### src/rtl/i2c_cmd_arbiter_if.sv
// i2c_cmd_arbiter_if
//   Bundles the requester-side handshake and the I2C_Controller-side signals
//   of i2c_cmd_arbiter.
//   slave  : arbiter view (drives grant/done/err/busy/i2c_data/i2c_go)
//   master : environment view (drives req/req_data/i2c_end/i2c_ack)
//   Signals:
//     req[2:0]       per-requester request level
//     req_data[71:0] requester k word in [24k+23:24k] = {slave_addr, reg_addr, data}
//     grant[2:0]     one-hot pulse when a word is latched
//     done[2:0]      one-hot pulse when a transfer completes
//     err            NACK / timeout flag, valid with done
//     busy           arbiter is between LOAD and the end of GAP
//     i2c_data[23:0] word to I2C_Controller
//     i2c_go         GO to I2C_Controller
//     i2c_end        END from I2C_Controller (high when idle/finished)
//     i2c_ack[2:0]   ACK from I2C_Controller, any bit set = NACK
interface i2c_cmd_arbiter_if;
  logic [2:0]  req;
  logic [71:0] req_data;
  logic [2:0]  grant;
  logic [2:0]  done;
  logic        err;
  logic        busy;
  logic [23:0] i2c_data;
  logic        i2c_go;
  logic        i2c_end;
  logic [2:0]  i2c_ack;

  modport slave (
    input  req, req_data, i2c_end, i2c_ack,
    output grant, done, err, busy, i2c_data, i2c_go
  );

  modport master (
    output req, req_data, i2c_end, i2c_ack,
    input  grant, done, err, busy, i2c_data, i2c_go
  );
endinterface

### src/rtl/i2c_cmd_arbiter.sv
// i2c_cmd_arbiter
//   Shares one I2C_Controller between three command sources (codec init,
//   volume, spare/debug). Round-robin grant, drives GO/DATA, follows END
//   through the transfer and reports per-requester done plus an error flag.
//   Runs entirely in the clk_i2c domain.
//
//   Ports:
//     clk_i2c  I2C controller work clock
//     reset_n  asynchronous active-low reset
//     bus      i2c_cmd_arbiter_if.slave (requests, status, controller link)
//
//   Parameters:
//     BUSY_TIMEOUT  cycles allowed for END to fall after GO rises
//     GAP_CYCLES    idle cycles (GO low) between transfers
//     MAX_RETRY     extra attempts after a NACK (retry build only)
//
//   Build option:
//     I2C_RETRY_EN  when defined, a NACKed transfer is re-issued with the
//                   same word up to MAX_RETRY more times; when undefined a
//                   NACK completes at once with err = 1.
//
//   state       | meaning
//   ------------+--------------------------------------------------------
//   S_IDLE      | waiting for any req; picks the next requester
//   S_LOAD      | word latched, grant pulse, timeout counter armed
//   S_WAIT_BUSY | GO high, waiting for END to fall (bounded by timeout)
//   S_WAIT_END  | GO high, waiting for END to rise, sampling ACK
//   S_FINISH    | done/err pulse, round-robin pointer advances
//   S_GAP       | GO low for GAP_CYCLES, then IDLE (or LOAD on a retry)
module i2c_cmd_arbiter #(
  parameter int BUSY_TIMEOUT = 32,
  parameter int GAP_CYCLES   = 4,
  parameter int MAX_RETRY    = 2
) (
  input logic             clk_i2c,
  input logic             reset_n,
  i2c_cmd_arbiter_if.slave bus
);

  localparam int TMAX = (BUSY_TIMEOUT > GAP_CYCLES) ? BUSY_TIMEOUT : GAP_CYCLES;
  localparam int TW   = $clog2(TMAX) + 1;

  if (BUSY_TIMEOUT < 2 || GAP_CYCLES < 1 || MAX_RETRY < 0) begin : g_param_check
    $error("i2c_cmd_arbiter: BUSY_TIMEOUT >= 2, GAP_CYCLES >= 1, MAX_RETRY >= 0 required");
  end

  typedef enum logic [2:0] {
    S_IDLE, S_LOAD, S_WAIT_BUSY, S_WAIT_END, S_FINISH, S_GAP
  } state_t;

  state_t          state, state_nxt;
  logic [1:0]      rr_ptr;
  logic [1:0]      sel;
  logic [1:0]      pick;
  logic [23:0]     pick_word;
  logic [23:0]     data_q;
  logic [TW-1:0]   timer;
  logic            err_latched;
  logic            nack;
  logic            retry_ok;
  logic            retrying;

  function automatic logic [1:0] rr_next(input logic [1:0] x);
    return (x == 2'd2) ? 2'd0 : x + 2'd1;
  endfunction

  assign nack = |bus.i2c_ack;

  // First requester at or after rr_ptr, wrapping 2 -> 0. Only consumed
  // when req is nonzero, so the last fallback is always a set bit.
  always_comb begin
    pick = rr_ptr;
    if (bus.req[rr_ptr]) begin
      pick = rr_ptr;
    end else if (bus.req[rr_next(rr_ptr)]) begin
      pick = rr_next(rr_ptr);
    end else begin
      pick = rr_next(rr_next(rr_ptr));
    end
  end

  always_comb begin
    case (pick)
      2'd1:    pick_word = bus.req_data[47:24];
      2'd2:    pick_word = bus.req_data[71:48];
      default: pick_word = bus.req_data[23:0];
    endcase
  end

`ifdef I2C_RETRY_EN
  localparam int RW = $clog2(MAX_RETRY + 2);
  logic [RW-1:0] retry_cnt;

  // Counts NACKed attempts of the current word; a nonzero count also
  // marks the next LOAD as a retry so no new grant is issued.
  always_ff @(posedge clk_i2c or negedge reset_n) begin
    if (!reset_n) begin
      retry_cnt <= '0;
    end else if (state == S_WAIT_END && bus.i2c_end && nack && retry_ok) begin
      retry_cnt <= retry_cnt + 1'b1;
    end else if (state == S_FINISH) begin
      retry_cnt <= '0;
    end
  end

  assign retry_ok = (retry_cnt < RW'(MAX_RETRY));
  assign retrying = (retry_cnt != '0);
`else
  assign retry_ok = 1'b0;
  assign retrying = 1'b0;
`endif

  // state register
  always_ff @(posedge clk_i2c or negedge reset_n) begin
    if (!reset_n) begin
      state <= S_IDLE;
    end else begin
      state <= state_nxt;
    end
  end

  // next-state logic
  always_comb begin
    state_nxt = state;
    case (state)
      S_IDLE:      if (|bus.req) state_nxt = S_LOAD;
      S_LOAD:      state_nxt = S_WAIT_BUSY;
      S_WAIT_BUSY: begin
        if (!bus.i2c_end) begin
          state_nxt = S_WAIT_END;
        end else if (timer == '0) begin
          state_nxt = S_FINISH;
        end
      end
      S_WAIT_END: begin
        if (bus.i2c_end) begin
          state_nxt = (nack && retry_ok) ? S_GAP : S_FINISH;
        end
      end
      S_FINISH:    state_nxt = S_GAP;
      S_GAP: begin
        if (timer == '0) begin
          state_nxt = retrying ? S_LOAD : S_IDLE;
        end
      end
      default:     state_nxt = S_IDLE;
    endcase
  end

  // Datapath registers: selection, latched word, shared down-counter
  // (timeout while waiting for END to fall, gap length in GAP), error flag.
  always_ff @(posedge clk_i2c or negedge reset_n) begin
    if (!reset_n) begin
      rr_ptr      <= 2'd0;
      sel         <= 2'd0;
      data_q      <= 24'd0;
      timer       <= '0;
      err_latched <= 1'b0;
    end else begin
      case (state)
        S_IDLE: begin
          if (|bus.req) begin
            sel    <= pick;
            data_q <= pick_word;
          end
        end
        S_LOAD: begin
          timer       <= TW'(BUSY_TIMEOUT - 1);
          err_latched <= 1'b0;
        end
        S_WAIT_BUSY: begin
          if (bus.i2c_end) begin
            if (timer == '0) begin
              err_latched <= 1'b1;
            end else begin
              timer <= timer - 1'b1;
            end
          end
        end
        S_WAIT_END: begin
          if (bus.i2c_end) begin
            err_latched <= nack;
            if (nack && retry_ok) begin
              timer <= TW'(GAP_CYCLES - 1);
            end
          end
        end
        S_FINISH: begin
          timer  <= TW'(GAP_CYCLES - 1);
          rr_ptr <= rr_next(sel);
        end
        S_GAP: begin
          if (timer != '0) begin
            timer <= timer - 1'b1;
          end
        end
        default: ;
      endcase
    end
  end

  // Outputs decode straight from state so reset removes GO/busy at once.
  always_comb begin
    bus.grant  = 3'b000;
    bus.done   = 3'b000;
    bus.err    = 1'b0;
    bus.i2c_go = 1'b0;
    bus.busy   = (state != S_IDLE);
    case (state)
      S_LOAD: begin
        if (!retrying) bus.grant = 3'b001 << sel;
      end
      S_WAIT_BUSY, S_WAIT_END: bus.i2c_go = 1'b1;
      S_FINISH: begin
        bus.i2c_go = 1'b1;
        bus.done   = 3'b001 << sel;
        bus.err    = err_latched;
      end
      default: ;
    endcase
  end

  assign bus.i2c_data = data_q;

endmodule

### src/flat_wrapper.sv
// flat-port wrapper written by rule: the top's interface ports become plain ports
module i2c_cmd_arbiter_flat 
#(
  parameter int BUSY_TIMEOUT = 32,
  parameter int GAP_CYCLES   = 4,
  parameter int MAX_RETRY    = 2
)
  (clk_i2c, reset_n, bus_req, bus_req_data, bus_i2c_end, bus_i2c_ack, bus_grant, bus_done, bus_err, bus_busy, bus_i2c_data, bus_i2c_go);
  i2c_cmd_arbiter_if bus_i ();
  input logic clk_i2c;
  input logic reset_n;
  input wire logic [$bits(bus_i.req)-1:0] bus_req;
  input wire logic [$bits(bus_i.req_data)-1:0] bus_req_data;
  input wire logic [$bits(bus_i.i2c_end)-1:0] bus_i2c_end;
  input wire logic [$bits(bus_i.i2c_ack)-1:0] bus_i2c_ack;
  output wire logic [$bits(bus_i.grant)-1:0] bus_grant;
  output wire logic [$bits(bus_i.done)-1:0] bus_done;
  output wire logic [$bits(bus_i.err)-1:0] bus_err;
  output wire logic [$bits(bus_i.busy)-1:0] bus_busy;
  output wire logic [$bits(bus_i.i2c_data)-1:0] bus_i2c_data;
  output wire logic [$bits(bus_i.i2c_go)-1:0] bus_i2c_go;
  assign bus_i.req = bus_req;
  assign bus_i.req_data = bus_req_data;
  assign bus_i.i2c_end = bus_i2c_end;
  assign bus_i.i2c_ack = bus_i2c_ack;
  assign bus_grant = bus_i.grant;
  assign bus_done = bus_i.done;
  assign bus_err = bus_i.err;
  assign bus_busy = bus_i.busy;
  assign bus_i2c_data = bus_i.i2c_data;
  assign bus_i2c_go = bus_i.i2c_go;
  i2c_cmd_arbiter #(.BUSY_TIMEOUT(BUSY_TIMEOUT), .GAP_CYCLES(GAP_CYCLES), .MAX_RETRY(MAX_RETRY)) u_core (.clk_i2c(clk_i2c), .reset_n(reset_n), .bus(bus_i));
endmodule
### config.mk
export PLATFORM = sky130hd
export DESIGN_NAME = i2c_cmd_arbiter_flat
export DESIGN_NICKNAME = d
export VERILOG_FILES = /design/src/rtl/i2c_cmd_arbiter_if.sv /design/src/rtl/i2c_cmd_arbiter.sv /design/src/flat_wrapper.sv
export SDC_FILE = /design/constraint.sdc
export NUM_CORES = 1
export LEC_CHECK = 0
export CAP_MARGIN = 20
export CORE_UTILIZATION = 25
export CTS_CLUSTER_SIZE = 28
export DETAILED_ROUTE_END_ITERATION = 7
export SKIP_CTS_REPAIR_TIMING = 1
export SLEW_MARGIN = 20
export SYNTH_ARGS = -nofsm -noshare
export SYNTH_HDL_FRONTEND = slang
export SYNTH_SLANG_ARGS = --single-unit
### constraint.sdc
create_clock -name clk_i2c -period 1.9 [get_ports clk_i2c]
set_clock_uncertainty 0.15 [all_clocks]
set_input_delay 0.38 -clock clk_i2c [delete_from_list [all_inputs] [get_ports clk_i2c]]
set_output_delay 0.38 -clock clk_i2c [all_outputs]
set_load 0.02 [all_outputs]
==> flow_metrics.tcl, run 1 <==
set metrics [dict create \
    drv_cap 0 \
    worstPathRequired_ps 1370 \
    area.sequential_sq_um 950.9 \
    antenna_found_initial 0 \
    yosysWarnings 0 \
    r2r_cells 8 \
    critPathMaxFanout 7 \
    cts_sinks 38 \
    cts_tree "done" \
    synth.avg_cell_area_sq_um 8.426 \
    r2r-start "u_core.rr_ptr[1]" \
    vdd_drop_max_uv 626.4 \
    cts.clk_slew.worst_paths_ps 80 \
    power.density_nw_per_um2 1514 \
    hp-class "in2async" \
    layout_common_cells "100 x clkdlybuf4s50_1, 38 x dfrtp_1, 32 x nand2_1" \
    met2_length_mm 3.351 \
    drt-initial-drc-count 89 \
    dp_hpwl_mm 4.883 \
    synthToLayoutAreaGrowth_pct 78.59 \
    numCtsBuffers 5 \
    synthesis.area_sq_um 2250 \
    synth-seq-area-share_pct 42.27 \
    layout.nets 483 \
    synth-async-reset-ratio_pct 100.0 \
    start_util_pct 25.80 \
    slew_headroom_pct 66.32 \
    p_int_mw 3.514 \
    path_class "reg2out" \
    sw_frac_of_total_pct 42.23 \
    core-area_sq_um 8721 \
    syn-num-nets 351 \
    timing.final.max_slew_violations 0 \
    final_common_cell "clkdlybuf4s50_1" \
    synth_ff_type "dfrtp_1" \
    power_mw 6.084 \
    setup_slack_ps -117.2 \
    finalSetupViolations 31 \
    vias 2395 \
    p_leak_nw 1.666 \
    die_area_sq_um 9382 \
    port_buffers 113 \
    p_clk_share_pct 11.2 \
    syn_inst 267 \
    max_freq_mhz 495.7 \
    tightest_slew_ps 505.2 \
    grt_pass1_vias 2310 \
    pwr-share-seq_pct 23.5 \
    violations "negative hold slack, negative setup slack" \
    multi_input_area_sq_um 1305 \
    clockBufferDepth 2 \
    grt_first_pass_wirelength_mm 10.62 \
    design_area_sq_um 4018 \
    synth_edf_count 0 \
    gr-total-overflow 0 \
    status "finished, violations left" \
    drive_gt1_share_pct 22.75 \
    std_cell_rows 34 \
    cp_data_arrival_time_ps 1490 \
    fill_cells 843 \
    place_congestion 0.7642 \
    cts_root_buf "clkbuf_8" \
    place_area_sq_um 3667 \
    io_pins 114 \
    worst_setup_path_end_kind "primary output" \
    die_x_microns 96.86 \
    via_per_inst 4.715 \
    top_layer "met4" \
    fin_crit_sh_pct 106.2 \
    wl_mm 7.104 \
    drt-met1-wl_mm 3.104 \
    synth_cell_types 42 \
    antenna_left 0 \
    cp-start-kind "flop" \
    rsz0062_at_grt "true" \
    reg2reg_to "u_core.bus.i2c_data[13]" \
    insertion_delay_ps 290 \
    diodes 0 \
    post-route-min-period_ps 2017 \
    wl_per_cell_microns 13.98 \
    slowest_stage "or3b_4" \
    pwr-share-comb_pct 65.3 \
    regToRegSetupSlack_ps -100 \
    path_cells "or3b_4, nor3_2, buf_4" \
    hold_violations 23 \
    h-tree-depth 2 \
    hold_slack_ps -10.12 \
    wl_met3_microns 539 \
    remaining_drc_errors 0 \
    cpPeakStageDelay_ps 460 \
    p_switching_mw 2.569 \
    grt_max_degree 53 \
    die_h_microns 96.86 \
    first_pass_iters 4 \
    ys_ff_latch 38 \
    grtUsageTotal_pct 13.90 \
]
logic make-up (layout without fill, tap and decap cells):
group	count (synthesis)	after routing	share of synthesized area, %
AOI/OAI and AO/OA	100	100	27.86
adders and majority gates	3	3	1.669
buffers and inverters	31	164	7.675
DFF	38	38	42.27
muxes	3	3	1.446
and+or+nand+nor	92	92	19.08
per-layer routing:
layer  up-vias  track usage (%)
met5         -                0
met4         0            3.674
met3         7            5.275
met2        84            23.89
met1      1092            16.15
li1       1212                -
power groups by stage:
stage / sequential [mW] / combinational (mW) / clock (mW)
finish: 1.43 / 3.97 / 0.684
global route: 1.49 / 4.33 / 0.745
CTS: 1.41 / 3.41 / 0.709
detailed placement: 1.42 / 3.41 / 0
global placement: 1.42 / 3.37 / 0
floorplan: 1.66 / 1.85 / 0
flip-flops by register name, indices dropped and copies added, names as in the netlist:
name                 flops
u_core.state             3
u_core.bus.i2c_data     24
u_core.timer             6
u_core.rr_ptr            2
u_core.sel               2
u_core.err_latched       1
Yosys cell counts (all sizes together), types with 3 or more instances:
| master | n | area, sq um |
|---|---|---|
| o21ai | 28 | 140.1 |
| or3b | 3 | 28.78 |
| nor2 | 34 | 135.1 |
| nand2 | 33 | 126.4 |
| nor3 | 4 | 20.02 |
| clkbuf | 9 | 33.78 |
| nand2b | 6 | 37.54 |
| buf | 10 | 93.84 |
| or2 | 3 | 18.77 |
| a21oi | 30 | 150.1 |
| dfrtp | 38 | 950.9 |
| a22oi | 26 | 195.2 |
| a211oi | 3 | 27.52 |
| ha | 3 | 37.54 |
| inv | 12 | 45.04 |
| nand3 | 3 | 15.01 |
worst max-delay path by stage:
stage | start | to | slack, ps
after floorplan | u_core.rr_ptr[0] | u_core.bus.i2c_data[13] | 3
after global placement | bus_req[0] | u_core.bus.i2c_data[11] | -480
after detailed placement | bus_req[2] | u_core.bus.i2c_data[2] | -520
after CTS | u_core.state[0] | bus_done[0] | -650
after global routing | u_core.rr_ptr[1] | u_core.bus.i2c_data[13] | -200
final | u_core.state[0] | bus_done[0] | -120
critical path: cells and delay by family (launching register included):
kind                   cells  cell delay, ps
and+or+nand+nor            2             630
buffers and inverters      1             170
DFF                        1             400
area by class of cell:
type | count | share of cell area [%]
tap | 108 | 3.363
multi-input combinational | 198 | 32.48
inverter | 12 | 1.121
sequential | 38 | 23.67
clock inverter | 3 | 0.9966
clock buffer | 5 | 1.713
timing repair buffer | 144 | 36.66
metrics by stage:
step	utilization (%)	hold WS [ps]	worst slack [ps]	TNS (ps)	cells
after CTS	43.30	11.66	-650.4	-9432	504
after floorplan	-	-65.59	2.620	0	267
after global routing	46.07	30.17	-198.0	-5344	508
after detailed placement	42.05	319.4	-515.7	-14650	496
after global placement	42.05	311.3	-476.6	-13840	496
final	46.07	-10.12	-117.2	-1811	508
No activity file was read; power rests on OpenSTA's default activity.
==> run 2: changes to the inputs <==
--- a/config.mk
+++ b/config.mk
@@ -5,10 +5,13 @@
 export SDC_FILE = /design/constraint.sdc
 export NUM_CORES = 1
 export LEC_CHECK = 0
+export ABC_AREA = 1
 export CAP_MARGIN = 20
 export CORE_UTILIZATION = 25
 export CTS_CLUSTER_SIZE = 28
 export DETAILED_ROUTE_END_ITERATION = 7
+export PLACE_DENSITY = 0.65
+export REMOVE_ABC_BUFFERS = 1
 export SKIP_CTS_REPAIR_TIMING = 1
 export SLEW_MARGIN = 20
 export SYNTH_ARGS = -nofsm -noshare
==> flow_metrics.tcl, run 2 <==
set metrics [dict create \
    layout.nets 603 \
    syn_inst 374 \
    r2r-start "u_core.rr_ptr[1]" \
    synth.area.top_cells "dfrtp_1 38%, nand2_1 31%, a22o_1 8.4%" \
    p_leak_nw 2.192 \
    violations "negative setup slack" \
    synthesis.area_sq_um 2504 \
    die_x_microns 102.1 \
    drive_gt1_share_pct 18.30 \
    p_clk_share_pct 6.8 \
    grt_max_degree 39 \
    instances_no_fill 652 \
    cts_root_buf "clkbuf_8" \
    p_int_mw 4.011 \
    regToRegSetupSlack_ps -100 \
    path_cells "o211ai_1, nand3_1, nand2_2, inv_2, ha_4, inv_6, clkbuf_16, nand2_1, nand2_1, nand2_1, nand2_1" \
    pwr-share-comb_pct 74.0 \
    slowest_stage "dfrtp_2" \
    dp_hpwl_mm 5.572 \
    design_area_sq_um 4315 \
    setup_tns_ps -1881 \
    grt_first_pass_wirelength_mm 12.43 \
    vias 2880 \
    start_util_pct 25.73 \
    core-area_sq_um 9729 \
    wl_mm 7.915 \
    std_cell_rows 36 \
    synthToLayoutAreaGrowth_pct 72.36 \
    tightest_slew_ps 504.1 \
    rsz0062_at_grt "true" \
    diodes 0 \
    largest_reg_flops 24 \
    antenna_left 0 \
    grtUsageTotal_pct 15.17 \
    synth.avg_cell_area_sq_um 6.694 \
    fin_crit_sh_pct 105.2 \
    power_mw 7.500 \
    synth-async-reset-ratio_pct 100.0 \
    io_pins 114 \
    die_h_microns 102.1 \
    dp.cells 641 \
    grt_pass1_vias 2773 \
    status "finished, violations left" \
    cpPeakStageDelay_ps 440 \
    path_common_cell "nand2_1" \
    numCtsBuffers 5 \
    worstPathRequired_ps 1930 \
    max_freq_mhz 500.1 \
    path_class "reg2reg" \
    cts_tree "done" \
    netlist.area_leader.share_pct 37.98 \
    cts.clk_slew.worst_paths_ps 70 \
    reg2reg_to "u_core.bus.i2c_data[6]" \
    final_common_cell "nand2_1" \
    yosysMostFrequentCell "nand2_1" \
    synth_edf_count 0 \
    wl_per_cell_microns 12.14 \
    insertion_delay_ps 280 \
    ys_ff_latch 38 \
    synth_common_cells "206 x nand2_1, 38 x dfrtp_1, 24 x a22o_1, 22 x inv_1, 16 x nor2_1" \
    finalSetupViolations 24 \
    gr-total-overflow 0 \
    cts_sinks 38 \
    yosysWarnings 0 \
    hp-class "in2async" \
    cp_data_arrival_time_ps 2030 \
    power.density_nw_per_um2 1738 \
    cp-start-kind "flop" \
    post-route-min-period_ps 2000 \
    sw_frac_of_total_pct 46.52 \
    critPathMaxFanout 10 \
    synth-seq-area-share_pct 37.98 \
    first_pass_iters 4 \
    slew_headroom_pct 66.39 \
    place_area_sq_um 4058 \
    synth_ff_type "dfrtp_1" \
    clockBufferDepth 2 \
    hold_violations 0 \
    drt-initial-drc-count 74 \
    place_ws_ps -595.6 \
    worst_setup_path_end_kind "flop" \
    drv_cap 0 \
    p_switching_mw 3.489 \
    setup_slack_ps -99.63 \
    die_area_sq_um 10420 \
    via_per_inst 4.417 \
    synth_cell_types 26 \
    remaining_drc_errors 0 \
    synth_top_area_cell "dfrtp_1" \
    antenna_found_initial 0 \
    timing.final.max_slew_violations 0 \
    layout_common_cells "194 x nand2_1, 100 x clkdlybuf4s50_1, 36 x dfrtp_1" \
    port_buffers 113 \
    place_congestion 0.8459 \
    pwr-share-seq_pct 19.2 \
    vdd_drop_max_uv 657.0 \
    r2r_cells 11 \
    h-tree-depth 2 \
]
==> run 2: cell types whose count changed after synthesis, sizes merged, moves of 6 or more <==
cell	previous run	this run
nand3	3	16
o21ai	28	9
inv	12	26
nor2	34	18
nand2b	6	0
nand2	33	210
a22oi	26	0
a21oi	30	0
a22o	0	24
==> run 2: area by class of cell <==
| class | instances | area, sq um |
|---|---|---|
| clock buffer | 7 | 76.32 |
| tap | 133 | 166.4 |
| multi-input combinational | 295 | 1489 |
| inverter | 26 | 102.6 |
| fill | 1025 | 5414 |
| sequential | 38 | 953.4 |
| timing repair buffer | 153 | 1528 |
==> run 2: power by group through the flow <==
| stage | clock network, mW | registers [mW] | logic (mW) |
|---|---|---|---|
| after global placement | 0 | 1.43 | 4.85 |
| after detailed placement | 0 | 1.43 | 4.90 |
| after CTS | 0.546 | 1.43 | 4.92 |
| final | 0.511 | 1.44 | 5.55 |
| after floorplan | 0 | 1.69 | 2.43 |
| after global routing | 0.577 | 1.48 | 6.19 |
==> run 2: worst max path at each step <==
stage | start | end | cells past startpoint | slack (ps)
after floorplan | u_core.rr_ptr[1] | u_core.bus.i2c_data[0] | 12 | -510
after global routing | u_core.rr_ptr[1] | u_core.bus.i2c_data[23] | 11 | -260
after detailed placement | bus_req[2] | u_core.bus.i2c_data[10] | 14 | -600
final | u_core.rr_ptr[1] | u_core.bus.i2c_data[6] | 11 | -100
after CTS | u_core.state[1] | bus_grant[0] | 5 | -460
after global placement | bus_req[2] | u_core.bus.i2c_data[6] | 14 | -530
==> run 2: metal layers <==
metal	vias to the layer above	wire length, microns	global-route usage [%]
met5	-	0	0
met4	0	75	4.396
met3	9	622	4.651
met2	110	3911	26.79
met1	1289	3306	17.63
li1	1472	-	-
==> run 2: per-stage QoR <==
step	utilization, %	hold WS [ps]
2_1_floorplan	-	-65.59
5_1_grt	44.35	44.62
3_5_place_dp	41.71	318.2
4_1_cts	42.49	24.34
6_report	44.35	7.771
3_3_place_gp	41.71	308.1
==> run 2: logic make-up after synthesis <==
| kind of cell | share of synthesized area, % |
|---|---|
| buf+inv | 7.246 |
| fa+ha+maj | 1.499 |
| flops | 37.98 |
| simple gates | 41.53 |
| compound gates | 11.74 |
==> run 2: critical path: cells and delay by family, from the launching register on <==
family | cells | cell delay (ps)
flops | 1 | 440
fa+ha+maj | 1 | 300
compound gates | 1 | 240
simple gates | 6 | 490
buf+inv | 3 | 260
